`src/rtl/csa_accum.sv`:
```
// Saturating accumulator behind the 3-operand CSA stage: sums N_TERMS 5-bit
// results, then holds the total under a valid/ready output handshake.
module csa_accum #(
  parameter int N_TERMS = 4,
  parameter int ACC_W   = 8
) (
  input  logic             clk,
  input  logic             rst,
  input  logic             clr,
  input  logic             in_valid,
  input  logic [4:0]       in_sum,
  output logic             in_ready,
  output logic             out_valid,
  input  logic             out_ready,
  output logic [ACC_W-1:0] out_sum,
  output logic             out_ovf,
  output logic             busy,
  output logic [7:0]       count
);

  typedef enum logic [1:0] {IDLE, ACCUM, DONE} state_t;

  state_t           state, state_nx;
  logic [ACC_W-1:0] acc, acc_nx;
  logic             ovf, ovf_nx;
  logic             vld, vld_nx;
  logic [7:0]       cnt, cnt_nx;
  logic [ACC_W:0]   sum_w;
  logic             accept;

  assign in_ready  = (state != DONE);
  assign accept    = in_valid && in_ready;
  assign sum_w     = (ACC_W+1)'(acc) + (ACC_W+1)'(in_sum);
  assign out_sum   = acc;
  assign out_ovf   = ovf;
  assign out_valid = vld;
  assign busy      = (state != IDLE);
  assign count     = cnt;

  always_ff @(posedge clk or posedge rst) begin
    if (rst) begin
      state <= IDLE;
      acc   <= '0;
      ovf   <= 1'b0;
      vld   <= 1'b0;
      cnt   <= '0;
    end else begin
      state <= state_nx;
      acc   <= acc_nx;
      ovf   <= ovf_nx;
      vld   <= vld_nx;
      cnt   <= cnt_nx;
    end
  end

  always_comb begin
    state_nx = state;
    acc_nx   = acc;
    ovf_nx   = ovf;
    vld_nx   = vld;
    cnt_nx   = cnt;
    case (state)
      IDLE: if (accept) begin
        acc_nx = ACC_W'(in_sum);
        ovf_nx = 1'b0;
        cnt_nx = 8'd1;
        if (N_TERMS == 1) begin
          state_nx = DONE;
          vld_nx   = 1'b1;
        end else begin
          state_nx = ACCUM;
        end
      end
      ACCUM: if (accept) begin
        // Carry out of the top bit pins the total at all-ones; ovf stays sticky.
        if (sum_w[ACC_W]) begin
          acc_nx = '1;
          ovf_nx = 1'b1;
        end else begin
          acc_nx = sum_w[ACC_W-1:0];
        end
        cnt_nx = cnt + 8'd1;
        if (cnt_nx == 8'(N_TERMS)) begin
          state_nx = DONE;
          vld_nx   = 1'b1;
        end
      end
      DONE: if (out_ready) begin
        state_nx = IDLE;
        acc_nx   = '0;
        ovf_nx   = 1'b0;
        vld_nx   = 1'b0;
        cnt_nx   = '0;
      end
      default: state_nx = IDLE;
    endcase
    // Abort beats any accept or release on the same edge.
    if (clr) begin
      state_nx = IDLE;
      acc_nx   = '0;
      ovf_nx   = 1'b0;
      vld_nx   = 1'b0;
      cnt_nx   = '0;
    end
  end

endmodule

```
`config.mk`:
```
export PLATFORM = sky130hd
export DESIGN_NAME = csa_accum
export DESIGN_NICKNAME = d
export VERILOG_FILES = /design/src/rtl/csa_accum.sv
export SDC_FILE = /design/constraint.sdc
export NUM_CORES = 1
export LEC_CHECK = 0
export ABC_AREA = 1
export BUFFER_PORTS_ARGS = -buffer_cell sky130_fd_sc_hd__buf_2
export CORE_UTILIZATION = 50
export DETAILED_ROUTE_END_ITERATION = 8
export HOLD_SLACK_MARGIN = 0.08
export PLACE_DENSITY = 0.78
export SETUP_SLACK_MARGIN = 0.05
export SLEW_MARGIN = 20
export SYNTH_ARGS = -nofsm -noshare
export SYNTH_HDL_FRONTEND = slang
export SYNTH_SLANG_ARGS = --single-unit
```
`constraint.sdc`:
```
create_clock -name clk -period 2.05 [get_ports clk]
set_input_delay 0.3075 -clock clk [delete_from_list [all_inputs] [get_ports clk]]
set_output_delay 0.3075 -clock clk [all_outputs]
set_load 0.01 [all_outputs]
```
* Yosys cells after proc, flatten, opt, wreduce, memory -nomap -nowiden *
Index checks and enable logic that the tools add are counted.

word-level totals
  flip-flop bits (word level) = 20
  latch bits = 0
  RAM bits = 0
  memory bits (read-only) = 0
  bits of input ports = 10
  output and inout bits = 20
  logic and storage cells = 51
  memories kept = 0

operators by class
  add/subtract/negate cells = 2
  multiply operators = 0
  div/mod/pow operators = 0
  magnitude comparators = 0
  equality and inequality tests = 9
  shifts and indexed selects = 0
  multiplexer cells = 26
  bitwise gates (word level) = 0
  reductions and logical operators = 9

operators by type and width
  cell                 number
  $mux 8               8
  $pmux 8 s3           2
  $ne 3x3->1 const B   5
  $reduce_and 4->1     3
  $mux 2               5
  $add 8x5->9          1
  $add 8x1->8 const B  1
  $eq 8x3->1 const B   1
  $mux 1               8
  $pmux 2 s3           1
  $reduce_and 5->1     1
  $reduce_bool 4->1    1
  $pmux 1 s3           1
  $reduce_bool 3->1    1
  $eq 2x1->1 const B   1
  $eq 2x2->1 const B   1
  $logic_not 2->1      1
  $ne 2x2->1 const B   1
  $pmux 1 s2           1
  $reduce_bool 2->1    1
  $logic_and 1x1->1    1

* Depth between registers and ports, before layout *
  depth in word-level cells = 6
  depth in mapped cells = 13
  mapped depth without buffers = 12

* Worst setup path after synthesis *
No wires, ideal clock.

  kind = flip-flop to flip-flop
  start point = register acc[0] (netlist: out_sum[0])
  end point = register acc[4] (netlist: out_sum[4])
  library setup time = 129 ps
  data arrival time = 1,737 ps
  required time = 1,921 ps
  path slack = 183 ps
  stages on the path, launching flop included = 9
  buffers on the path = 0
  clock period less this slack = 1,867 ps
  cell sequence = dfrtp_1 > ha_1 > fa_1 > nand3_1 > nand2_1 > a21o_1 > and2_1 > o21ai_0 > nand3_1

on the way
  longest elaborated chain between the ends = 5

RTL lines
  what                    RTL line  RTL
  start, declared         24        logic [ACC_W-1:0] acc, acc_nx;
  start signal, assigned  49        acc <= acc_nx;
  $add 8x5->9             33        assign sum_w = (ACC_W+1)'(acc) + (ACC_W+1)'(in_sum);
  $mux 8                  76        if (sum_w[ACC_W]) begin
  $mux 8                  74        ACCUM: if (accept) begin
  $pmux 8 s3              62        case (state)
  $mux 8                  98        if (clr) begin

Every way passes these cells. The select of a mux whose other input is x is not followed.
A chain may end at the register's enable or synchronous reset.

* Worst setup path in the final report *
  start point = register state[0]
  end point = register acc[1] (netlist: out_sum[1])

on the way
  longest elaborated chain between the ends = 4
  elaborated cells on any way between the ends = 12
  classes of those cells = eq/ne (6); mux (2); reduce/logical (4)

RTL lines
  what                        RTL line  RTL
  start, declared             23        state_t state, state_nx;
  start signal, assigned      48        state <= state_nx;
  $ne 2x2->1                  31        assign in_ready = (state != DONE);
  $logic_and 1x1->1           32        assign accept = in_valid && in_ready;
  $ne 3x3->1 (no line)        n/a
  $reduce_and 4->1 (no line)  n/a

Several ways; a longest one is shown, not always the timed one.

==> metrics.txt <==
number of instances in the synthesized netlist 200; kind of end point of the critical path register; largest fanout of any net on the critical path 10; top_reg_cell synth sky130_fd_sc_hd__dfrtp_1; CTS Root Buffer Type sky130_fd_sc_hd__clkbuf_4; startpoint kind of the worst setup timing path register; max capacitance violation total 0; TritonCTS clock tree done; clk_skew 0.00310 ns; flip-flop and latch count after synthesis 20; IR drop worst, VDD 0.000684 V; start point of the critical path state[0]$_DFFE_PP0P_; initial core utilization 0.550; total I/O pin count 30; Max Clock Freq 0.525 GHz; fillers 239; CORE AREA 2590 um^2; global-route total usage across every layer 0.202; TritonRoute pass-1 iters 4; pre-CTS setup slack 0.0461 ns; Seq. cell area 500 um^2; Tmin final 1.90 ns; number of unique standard cell types used by synthesis 26; number of port buffers 29; total area of multi-input combinational cells 822 um^2; placed standard-cell area 1610 um^2; Pwr per Cell Area 980 nW/um^2; Post-synth EDFFs 0; post-route total power 1640 uW; Die Area 3070 um^2; via total after detailed routing 1,383; setup repair after global routing missed its margin false; Final Max Slew Viols 0; growth of design area from synthesis to finish 17.5%; Clk Latency, worst-skew pair 0.30 ns; deepest level of the CTS H-tree 1; end of the worst register-to-register path out_sum[1]$_DFFE_PP0P_; share of final-layout standard cells stronger than drive strength 1 0.197; Post-Synthesis Net Count 222; end point of the critical path out_sum[1]$_DFFE_PP0P_; Num CTS Buffers 3; WS Path Type reg -> reg; part of the cycle the worst path needs 0.929; Max Root-Sink Buffers 2; xor/xnor cell area share of the yosys netlist 0.0184; via count of the first global-routing pass 1,198; Worst slew margin 0.485; leakage power summed over all cells 0.000943 uW; gr ovfl total 0; number of vias per cell 5.24; Layout Nets 258; die boundary width 55.4 um; Synth Area in Simple Gates 0.349; quantity of hold-fixing buffers added after cts 0; post-synthesis async set-or-reset flop share 1.00; final setup TNS 0 ns; Die Height 55.4 um; Final Hold Vio Count 0; number of core rows 18; outcome finished, final reports clean; largest family of logic cells by synthesized area simple AND/OR/NAND/NOR gates; number of cells after detailed placement 258; first-pass GRT wire length 5020 um; TritonCTS Sinks 20; mean instance size in the synthesized netlist 7.13 um^2; number of antenna diodes 0; pin count of the biggest net entering global routing 21; Detail Route Antenna Nets 0; setup slack of the worst register-to-register path 0.15 ns; Register-to-Register Path Depth 11; commonest cells after routing, fill and taps aside 64 x sky130_fd_sc_hd__nand2_1, 29 x sky130_fd_sc_hd__buf_2, 27 x sky130_fd_sc_hd__nand3_1, 22 x sky130_fd_sc_hd__inv_1, 20 x sky130_fd_sc_hd__dfrtp_1; final wirelength 3030 um; gpl congestion 0.833; most common library cell in the layout ignoring fill and taps sky130_fd_sc_hd__nand2_1; post-synthesis mux area share 0; DRC errors left 0; antenna violations before repair 0; summed area of non-filler cells in the final layout 1670 um^2; final critical-path setup slack 0.146 ns; worst slew pin tran 0.771 ns; routed wire length per instance 11.5 um; Seq/Total Area, Yosys 0.351; origin of the critical flop-to-flop path state[0]$_DFFE_PP0P_; number of warning messages in the yosys log 0; Post-Synth Adder-Cell Area 0.111; cell area after synthesis 1430 um^2; Final Instance Count excl. Fillers 264; violation count after the first detailed-route iteration 52; data required time at the worst endpoint 2.25 ns; crit path DAT 2.10 ns; clock-pin slew on the worst setup and hold paths 0.11 ns; type of the most critical hold path in -> async; detailed placer's ending HPWL 2240 um; compound-gate portion of the synthesized area 0.0966; final count of negative-setup-slack endpoints 0
[power by group]
group / internal, uW / total, uW / leakage (uW) / switching, uW
Clock: 68.7 / 191 / 0.0000138 / 122
Combinational: 360 / 907 / 0.000659 / 548
Sequential: 467 / 542 / 0.000270 / 74.7
Total: 895 / 1640 / 0.000943 / 745
[critical path: stages (launching register included)]
cell and delay (ns):
sky130_fd_sc_hd__dfrtp_1 0.42, sky130_fd_sc_hd__inv_1 0.08, sky130_fd_sc_hd__ha_1 0.22, sky130_fd_sc_hd__inv_1 0.09, sky130_fd_sc_hd__a21oi_1 0.10, sky130_fd_sc_hd__nand2_1 0.09
sky130_fd_sc_hd__nand2_1 0.09, sky130_fd_sc_hd__nor2_4 0.15, sky130_fd_sc_hd__buf_12 0.14, sky130_fd_sc_hd__clkinvlp_2 0.21, sky130_fd_sc_hd__nand2_1 0.12, sky130_fd_sc_hd__nand3_1 0.07
[flip-flops by register name (all words and copies together), names as in the netlist]
signal,count
state,2
count,8
out_ovf,1
out_sum,8
out_valid,1
[timing repair]
action                     in CTS  in global routing
buffers inserted                0                  2
resized for setup               0                  6
setup endpoints to repair       0                 16
[per-layer routing]
| metal | vias to the layer above | share of wire | track usage |
|---|---|---|---|
| met2 | 31 | 0.47 | 0.324 |
| li1 | 713 | - | - |
| met4 | 0 | 0.016 | 0.0929 |
| met3 | 5 | 0.037 | 0.0258 |
| met5 | - | 0 | 0 |
| met1 | 634 | 0.47 | 0.272 |
[worst min path at each step]
stage | startpoint | cells past startpoint | endpoint
floorplan | rst | 1 | count[0]$_DFFE_PP0P_
CTS | rst | 2 | state[1]$_DFFE_PP0P_
finish | rst | 2 | state[1]$_DFFE_PP0P_
detailed placement | out_valid$_DFFE_PP0P_ | 2 | out_valid$_DFFE_PP0P_
global placement | out_valid$_DFFE_PP0P_ | 2 | out_valid$_DFFE_PP0P_
global route | rst | 2 | out_sum[7]$_DFFE_PP0P_
[cell type report]
class	count	area share
repair buffers	32	0.115
repair inverters	1	0.00299
inverters	24	0.0561
multi-input cells	154	0.491
well taps	30	0.0224
clock buffers	3	0.0135
flip-flops and latches	20	0.299
[logic make-up (layout without fill, tap and decap cells)]
| family | count (synthesis) | count (layout) |
|---|---|---|
| flip-flops | 20 | 20 |
| buffers and inverters | 26 | 60 |
| AO/OA/AOI/OAI | 24 | 24 |
| adder cells (fa/ha/maj) | 12 | 12 |
| AND/OR/NAND/NOR | 115 | 115 |
| XOR/XNOR | 3 | 3 |
[synth_stat cells (2+ instances only)]
library cell / count / area, um^2
sky130_fd_sc_hd__dfrtp_1: 20 / 500
sky130_fd_sc_hd__nor2_1: 17 / 63.8
sky130_fd_sc_hd__nand2_1: 64 / 240
sky130_fd_sc_hd__xor2_1: 2 / 17.5
sky130_fd_sc_hd__ha_1: 11 / 138
sky130_fd_sc_hd__nand3_1: 27 / 135
sky130_fd_sc_hd__inv_1: 23 / 86.3
sky130_fd_sc_hd__a21oi_1: 7 / 35.0
sky130_fd_sc_hd__o21ai_0: 11 / 55.1
sky130_fd_sc_hd__nor2_4: 2 / 22.5
[through the flow]
step	util	hold slack, ns
2_1_floorplan	-	0.271
3_3_place_gp	0.622	0.457
3_5_place_dp	0.622	0.459
4_1_cts	0.631	0.154
5_1_grt	0.646	0.174
6_report	0.646	0.118
No activity file was read; power rests on OpenSTA's default activity.
